File: config.mk
export PLATFORM = sky130hd
export DESIGN_NAME = ahb_lite_master_if
export DESIGN_NICKNAME = d
export VERILOG_FILES = /design/src/rtl/ahb_lite_master_if.sv
export SDC_FILE = /design/constraint.sdc
export NUM_CORES = 1
export LEC_CHECK = 0
export ABC_AREA = 1
export CORE_MARGIN = 5
export CORE_UTILIZATION = 38
export DETAILED_ROUTE_END_ITERATION = 8
export PLACE_DENSITY = 0.72
export SYNTH_ARGS = -nofsm -noshare
export SYNTH_HDL_FRONTEND = slang
export SYNTH_SLANG_ARGS = --single-unit
File: constraint.sdc
create_clock -name HCLK -period 1.6 [get_ports HCLK]
set_clock_uncertainty 0.15 [all_clocks]
set_input_delay 0.32 -clock HCLK [delete_from_list [all_inputs] [get_ports HCLK]]
set_output_delay 0.32 -clock HCLK [all_outputs]
set_load 0.03 [all_outputs]
File: src/rtl/ahb_lite_master_if.sv
// AHB-Lite initiator: turns a valid/ready command stream into single NONSEQ transfers, one response per command.
// Optional bus-hang watchdog is built when AHB_MST_TIMEOUT_EN is defined.
module ahb_lite_master_if #(
  parameter int ADDR_W         = 32,
  parameter int DATA_W         = 32,
  parameter int TIMEOUT_CYCLES = 256
) (
  input  logic              HCLK,
  input  logic              HRESETn,
  input  logic              cmd_valid,
  output logic              cmd_ready,
  input  logic              cmd_write,
  input  logic [ADDR_W-1:0] cmd_addr,
  input  logic [2:0]        cmd_size,
  input  logic [DATA_W-1:0] cmd_wdata,
  output logic              rsp_valid,
  output logic [DATA_W-1:0] rsp_rdata,
  output logic              rsp_err,
  output logic              rsp_timeout,
  output logic              bus_hung,
  output logic [ADDR_W-1:0] HADDR,
  output logic [1:0]        HTRANS,
  output logic              HWRITE,
  output logic [2:0]        HSIZE,
  output logic [2:0]        HBURST,
  output logic [3:0]        HPROT,
  output logic [DATA_W-1:0] HWDATA,
  input  logic [DATA_W-1:0] HRDATA,
  input  logic              HRESP,
  input  logic              HREADY
);

  localparam logic [1:0] HTRANS_IDLE   = 2'b00;
  localparam logic [1:0] HTRANS_NONSEQ = 2'b10;

  logic              ap_valid_q, ap_valid_d;
  logic [ADDR_W-1:0] ap_addr_q, ap_addr_d;
  logic              ap_write_q, ap_write_d;
  logic [2:0]        ap_size_q, ap_size_d;
  logic [DATA_W-1:0] ap_wdata_q, ap_wdata_d;
  logic              dp_valid_q, dp_valid_d;
  logic              dp_write_q, dp_write_d;
  logic [DATA_W-1:0] dp_wdata_q, dp_wdata_d;
  logic              rsp_valid_q, rsp_valid_d;
  logic [DATA_W-1:0] rsp_rdata_q, rsp_rdata_d;
  logic              rsp_err_q, rsp_err_d;
  logic              rsp_timeout_q, rsp_timeout_d;
  logic              bus_hung_q, bus_hung_d;
  logic              accept;
  logic              timeout_hit;

`ifdef AHB_MST_TIMEOUT_EN
  localparam int CNT_W = $clog2(TIMEOUT_CYCLES + 1);
  logic [CNT_W-1:0] wait_cnt_q, wait_cnt_d;

  always_comb begin
    wait_cnt_d = wait_cnt_q;
    if (HREADY)          wait_cnt_d = '0;
    else if (dp_valid_q) wait_cnt_d = wait_cnt_q + 1'b1;
  end

  // Fires on the edge that closes the TIMEOUT_CYCLES-th consecutive wait state.
  assign timeout_hit = dp_valid_q & ~HREADY & ~bus_hung_q &
                       (wait_cnt_q == CNT_W'(TIMEOUT_CYCLES - 1));

  always_ff @(posedge HCLK or negedge HRESETn) begin
    if (!HRESETn) wait_cnt_q <= '0;
    else          wait_cnt_q <= wait_cnt_d;
  end
`else
  logic unused_cfg;
  assign unused_cfg  = ^TIMEOUT_CYCLES;
  assign timeout_hit = 1'b0;
`endif

  assign cmd_ready = ~bus_hung_q & (~ap_valid_q | HREADY);
  assign accept    = cmd_valid & cmd_ready;

  always_comb begin
    ap_valid_d    = ap_valid_q;
    ap_addr_d     = ap_addr_q;
    ap_write_d    = ap_write_q;
    ap_size_d     = ap_size_q;
    ap_wdata_d    = ap_wdata_q;
    dp_valid_d    = dp_valid_q;
    dp_write_d    = dp_write_q;
    dp_wdata_d    = dp_wdata_q;
    rsp_valid_d   = 1'b0;
    rsp_rdata_d   = rsp_rdata_q;
    rsp_err_d     = rsp_err_q;
    rsp_timeout_d = rsp_timeout_q;
    bus_hung_d    = bus_hung_q;

    if (HREADY) begin
      dp_valid_d = ap_valid_q;
      dp_write_d = ap_write_q;
      dp_wdata_d = ap_wdata_q;
      ap_valid_d = 1'b0;
    end

    // With HREADY low accept is only possible into an empty AP.
    if (accept) begin
      ap_valid_d = 1'b1;
      ap_addr_d  = cmd_addr;
      ap_write_d = cmd_write;
      ap_size_d  = cmd_size;
      ap_wdata_d = cmd_wdata;
    end

    if (dp_valid_q && HREADY) begin
      rsp_valid_d   = 1'b1;
      rsp_rdata_d   = dp_write_q ? '0 : HRDATA;
      rsp_err_d     = HRESP;
      rsp_timeout_d = 1'b0;
    end

    if (timeout_hit) begin
      rsp_valid_d   = 1'b1;
      rsp_rdata_d   = '0;
      rsp_err_d     = 1'b1;
      rsp_timeout_d = 1'b1;
      bus_hung_d    = 1'b1;
    end

    if (timeout_hit || bus_hung_q) begin
      ap_valid_d = 1'b0;
      dp_valid_d = 1'b0;
    end
  end

  always_ff @(posedge HCLK or negedge HRESETn) begin
    if (!HRESETn) begin
      ap_valid_q    <= 1'b0;
      ap_addr_q     <= '0;
      ap_write_q    <= 1'b0;
      ap_size_q     <= 3'd0;
      ap_wdata_q    <= '0;
      dp_valid_q    <= 1'b0;
      dp_write_q    <= 1'b0;
      dp_wdata_q    <= '0;
      rsp_valid_q   <= 1'b0;
      rsp_rdata_q   <= '0;
      rsp_err_q     <= 1'b0;
      rsp_timeout_q <= 1'b0;
      bus_hung_q    <= 1'b0;
    end else begin
      ap_valid_q    <= ap_valid_d;
      ap_addr_q     <= ap_addr_d;
      ap_write_q    <= ap_write_d;
      ap_size_q     <= ap_size_d;
      ap_wdata_q    <= ap_wdata_d;
      dp_valid_q    <= dp_valid_d;
      dp_write_q    <= dp_write_d;
      dp_wdata_q    <= dp_wdata_d;
      rsp_valid_q   <= rsp_valid_d;
      rsp_rdata_q   <= rsp_rdata_d;
      rsp_err_q     <= rsp_err_d;
      rsp_timeout_q <= rsp_timeout_d;
      bus_hung_q    <= bus_hung_d;
    end
  end

  // First ERROR cycle must show IDLE so the pending address is not taken.
  assign HTRANS = (ap_valid_q && !(HRESP && !HREADY) && !bus_hung_q) ? HTRANS_NONSEQ : HTRANS_IDLE;
  assign HADDR  = ap_addr_q;
  assign HWRITE = ap_write_q;
  assign HSIZE  = ap_size_q;
  assign HWDATA = dp_wdata_q;
  assign HBURST = 3'b000;
  assign HPROT  = 4'b0011;

  assign rsp_valid   = rsp_valid_q;
  assign rsp_rdata   = rsp_rdata_q;
  assign rsp_err     = rsp_err_q;
  assign rsp_timeout = rsp_timeout_q;
  assign bus_hung    = bus_hung_q;

endmodule
==> results of run 1 <==
[worst min-delay path by stage]
| stage | from | to | slack, ps | depth (start not counted) |
|---|---|---|---|---|
| finish | cmd_valid | ap_wdata_q[13] | 90 | 3 |
| global route | cmd_valid | ap_wdata_q[13] | 110 | 3 |
| floorplan | HRESETn | HADDR[0] | -130 | 0 |
| CTS | cmd_valid | ap_wdata_q[13] | 80 | 3 |
| detailed placement | HRESETn | rsp_rdata[26] | 160 | 2 |
| global placement | HRESETn | rsp_rdata[26] | 160 | 2 |
[cells in the mapped netlist (all sizes together)]
library cell,number,area share [%]
dfrtp,137,63
conb,2,0.14
nand2,307,22
o21ai,34,3.2
buf,35,3.9
inv,4,0.32
clkbuf,14,0.97
nand3,68,6.3
[routing by layer]
layer / wire length [µm] / vias to the layer above / track usage [%] / share of wire [%]
met1: 6040 / 2202 / 22.5 / 40
met2: 6750 / 222 / 29.1 / 45
li1: - / 2274 / - / -
met4: 272 / 2 / 7.16 / 1.8
met3: 1880 / 27 / 8.41 / 13
met5: 13 / - / 0 / 0.087
[layout by cell type (no fill, tap or decap), types with 5 or more instances in the layout]
cell / instances
clkdlybuf4s50_1: 101
bufinv_16: 5
dfrtp_1: 136
nand2_1: 302
o21ai_0: 34
nand3_1: 68
clkbuf_16: 17
buf_4: 10
buf_12: 15
conb_1: 10
clkdlybuf4s15_2: 84
buf_2: 13
[kinds of logic after synthesis]
family | after synthesis | share of synthesized area (%)
DFF | 137 | 63.5
AOI/OAI and AO/OA | 34 | 3.15
and+or+nand+nor | 375 | 28.0
other | 2 | 0.139
buffers and inverters | 53 | 5.24
[metrics by stage]
stage	instance area, µm²	TNS [ps]	power (W)	worst slack, ps
after global placement	7750	0	0.00745	31.0
after detailed placement	7750	0	0.00752	24.1
after CTS	8540	-38.3	0.0117	-38.3
after global routing	8470	-58.6	0.0121	-58.6
final	8470	-17.7	0.0115	-17.7
after floorplan	5430	0	0.00593	267
[worst max-delay path, stage by stage (launching register included)]
cell and delay (ps):
dfrtp_2 450, nand2_1 100, nand2_2 60, buf_6 140
[area by class of cell]
class | instances | area share, %
clock buffer | 23 | 5.52
clock inverter | 8 | 1.98
inverter | 4 | 0.207
multi-input combinational | 419 | 20.3
sequential | 137 | 40.5
tap | 180 | 2.66
timing repair buffer | 227 | 28.8
[power by group]
group          total (W)  leakage, nW  switching, W  internal, W
clock network    0.00421        0.307       0.00137      0.00283
registers        0.00436         1.71      0.000334      0.00402
logic            0.00295         2.18       0.00177      0.00118
total             0.0115         4.19       0.00347      0.00804
[flip-flops by register name, summed over array words and instances, names as in the netlist]
| name | cells |
|---|---|
| ap_wdata_q | 32 |
| rsp_valid | 1 |
| dp_write_q | 1 |
| rsp_err | 1 |
| dp_valid_q | 1 |
| rsp_rdata | 32 |
| ap_valid_q | 1 |
| HADDR | 32 |
| HWDATA | 32 |
| HSIZE | 3 |
| HWRITE | 1 |
[repair_timing]
item / 4_1_cts / 5_1_grt
buffers inserted: 1 / 0
pin swaps: 2 / 0
hold endpoints to repair: 137 / 0
resized for setup: 290 / 22
setup endpoints to repair: 97 / 12
hold buffers: 1 / 0
==> flow_summary_export.csv, run 1 <==
group,metric,value,unit
die,initial_core_util,38.9,%
worst_setup_path,rr_worst_depth,6,
global_route,grt_max_degree,68,
routing,antenna_left,0,
clocking,clk_pin_slew,50,ps
placement,finalWeightedCongestion,0.923,
clocking,clock_path_buffers,2,
timing,hold_violations,0,
timing,whs,93.1,ps
routing,drtPass1Iterations,4,
final_layout,seq_area,0.00343,mm²
routing,drc,0,
clocking,cts_sinks,137,
synthesis,synth-warning-count,0,
clocking,cts_root_buf,"clkbuf_16",
die,die_w,129,µm
worst_setup_path,cp-startpoint,"ap_valid_q",
pwr,p_leak,4.19,nW
clocking,cts_tree,"done",
die,fp-row-count,43,
die,ios,219,
timing,drv_slew,0,
clocking,cts_buffers,17,
global_route,overflow,0,
die,dieArea,0.0167,mm²
final_layout,post_layout_nonfiller_instances,998,
worst_setup_path,timing.rr.start,"ap_valid_q",
run,maxCapViolCount,0,
placement,dp_hpwl,10800,µm
timing,finalCriticalPeriod,1620,ps
final_layout,syn_to_final_growth,56.9,%
worst_setup_path,rr_endpoint,"ap_wdata_q[14]",
global_route,grt_pass1_vias,4814,
worst_setup_path,rrSetupSlack,140,ps
global_route,antenna_found_initial,1,
worst_setup_path,cp.required,1130,ps
timing,period_share,101,%
placement,port_buffers,208,
final_layout,multi_input_area,0.00172,mm²
timing,rsz0062_at_grt,"yes",
clocking,h-tree-depth,4,
routing,wl_per_cell,15.0,µm
die,die_h,129,µm
worst_setup_path,end_kind,"output pin",
worst_setup_path,crit_type,"reg -> out",
final_layout,fillerInstances,1150,
timing,setup_viol,1,
routing,wirelength,15000,µm
final_layout,drive_gt1_share,19.4,%
timing,fin_ws,-17.7,ps
routing,vias_per_cell,4.74,
synthesis,synthCells,601,
final_layout,antenna_cells,0,
synthesis,seq_area_frac_synth,63.5,%
synthesis,synth-seq-cells,137,
final_layout,nets,911,
synthesis,avgSynthCellArea,8.98,µm²
die,core_area,0.0139,mm²
worst_setup_path,critPathArrivalTime,1150,ps
routing,drt_iter0_markers,170,
synthesis,synthesis.area,0.00540,mm²
outcome,status,"complete, but fails checks",
outcome,violations,"setup timing",
synthesis,ys_types,14,
worst_setup_path,cp_max_fo,3,
final_layout,utilization,61.0,%
global_route,grt_usage,18.6,%
placement,dp.cells,965,
clocking,insertion_delay,410,ps
timing,max_freq,618,MHz
worst_setup_path,crit_end,"HTRANS[1]",
routing,vias,4727,
worst_hold_path,hold_class,"in -> reg",
global_route,grt_pass1_wl,24200,µm
pwr,vdd_ir_drop_max,0.000571,V
pwr,power_density,1360,mW/mm²
worst_setup_path,start_kind,"register",
No activity file was read; power rests on OpenSTA's default activity.
==> inputs of run 2 (changes only) <==
==> constraint.sdc (replaced) <==
create_clock -name HCLK -period 1.6 [get_ports HCLK]
set_clock_uncertainty 0.15 [all_clocks]
set_input_delay 0.16 -clock HCLK [delete_from_list [all_inputs] [get_ports HCLK]]
set_output_delay 0.16 -clock HCLK [all_outputs]
set_load 0.03 [all_outputs]
==> flow_summary_export.csv, run 2 (synthesized netlist as in run 1, its figures left out) <==
group,metric,value,unit
outcome,status,"completed",
pwr,p_sw_share,31.6,%
pwr,vdd_ir_drop_max,0.000616,V
placement,port_buffers,208,
worst_setup_path,end_kind,"output pin",
die,fp-row-count,43,
clocking,insertion_delay,410,ps
placement,place_area,0.00768,mm²
worst_setup_path,cp_max_fo,13,
final_layout,post_layout_nonfiller_instances,997,
global_route,grt_pass1_vias,4664,
global_route,overflow,0,
pwr,p_leak,4.34,nW
global_route,grt_usage,18.8,%
routing,wirelength,15300,µm
worst_setup_path,crit_type,"reg -> out",
timing,drv_slew,0,
timing,fin_tns_setup,0,ps
timing,rsz0062_at_grt,"no",
clocking,cts_sinks,137,
run,maxCapViolCount,0,
routing,wl_per_cell,15.4,µm
clocking,h-tree-depth,4,
clocking,clock_path_buffers,2,
die,ios,219,
placement,dp.cells,966,
routing,antenna_left,0,
pwr,power_density,1310,mW/mm²
placement,finalWeightedCongestion,0.851,
worst_setup_path,start_kind,"register",
clocking,clk_pin_slew,50,ps
timing,setup_viol,0,
pwr,seqPwrFrac,40.4,%
timing,whs,81.2,ps
final_layout,drive_gt1_share,6.73,%
clocking,cts_buffers,17,
die,dieArea,0.0167,mm²
final_layout,fillerInstances,1227,
routing,drtPass1Iterations,4,
clocking,cts_tree,"done",
final_layout,syn_to_final_growth,50.9,%
global_route,grt_pass1_wl,24300,µm
routing,drt_iter0_markers,273,
worst_hold_path,hold_class,"in -> async",
global_route,grt_max_degree,68,
worst_setup_path,cp.required,1290,ps
pwr,internal-power,0.00730,W
global_route,antenna_found_initial,0,
final_layout,nets,913,
pwr,power,0.0107,W
final_layout,antenna_cells,0,
final_layout,mostFrequentLayoutCells,"nand2_1 (304), dfrtp_1 (136), dlygate4sd2_1 (102), clkdlybuf4s50_1 (101), nand3_1 (68)",
pwr,clkPwrFrac,33.9,%
routing,drc,0,
final_layout,postLayoutCellArea,0.00815,mm²
die,initial_core_util,38.9,%
timing,hold_violations,0,
clocking,cts_root_buf,"clkbuf_16",
worst_setup_path,critPathArrivalTime,1230,ps
routing,vias,4700,
worst_setup_path,rrSetupSlack,120,ps
pwr,p_switching,0.00338,W
die,die_w,129,µm
die,die_h,129,µm
placement,dp_hpwl,10800,µm
final_layout,final_common_cell,"nand2_1",
pwr,power_frac_comb,25.7,%
timing,max_freq,651,MHz
die,core_area,0.0139,mm²
timing,period_share,96.0,%
timing,finalCriticalPeriod,1540,ps
routing,vias_per_cell,4.71,
run 2: path summary, 6_finish.rpt:
check | cells after the start | from | to
setup / recovery | 3 | ap_valid_q | cmd_ready
hold / removal | 2 | HRESETn | HWRITE
setup reg to reg | 6 | ap_valid_q | HADDR[5]
hold reg to reg | 2 | HWDATA[22] | HWDATA[22]
max in group asynchronous | 3 | HRESETn | ap_valid_q
min in group HCLK | 3 | cmd_valid | ap_valid_q
run 2: metrics by stage:
stage / util [%] / setup WS (ps)
finish: 58.7 / 63.8
floorplan: - / 430
global route: 58.7 / 1.02
CTS: 58.7 / 28.1
detailed placement: 55.3 / 179
global placement: 55.3 / 188
run 2: final cells by class:
type,instances,area (µm²),share of cell area (%)
Sequential cell,137,3430,42.1
Timing Repair Buffer,229,2210,27.2
Multi-Input combinational cell,419,1720,21.1
Clock buffer,25,505,6.20
Tap cell,180,225,2.76
Clock inverter,3,40.0,0.491
Inverter,4,17.5,0.215
run 2: power by group through the flow:
stage / Combinational [W] / Clock, W / Sequential (W)
global route: 0.00297 / 0.00387 / 0.00438
CTS: 0.00278 / 0.00373 / 0.00432
global placement: 0.00302 / 0 / 0.00436
finish: 0.00274 / 0.00362 / 0.00432
detailed placement: 0.00305 / 0 / 0.00438
floorplan: 0.000721 / 0 / 0.00521
run 2: routing by layer:
metal	routed length [µm]	vias up	global-route usage [%]
li1	-	2277	-
met1	6500	2208	24.1
met2	6840	201	29.0
met3	1800	14	7.58
met4	207	0	6.30
met5	0	-	0
run 2: timing repair:
item	CTS	global route
hold buffers	1	0
setup buffers	1	0
resized for setup	103	0
endpoints found under the setup margin	103	0
hold endpoints to repair	137	0
run 2: worst max-delay path, stage by stage (launching register included):
cell and delay (ps):
dfrtp_2 440, nand2_4 80, buf_12 130, buf_4 160
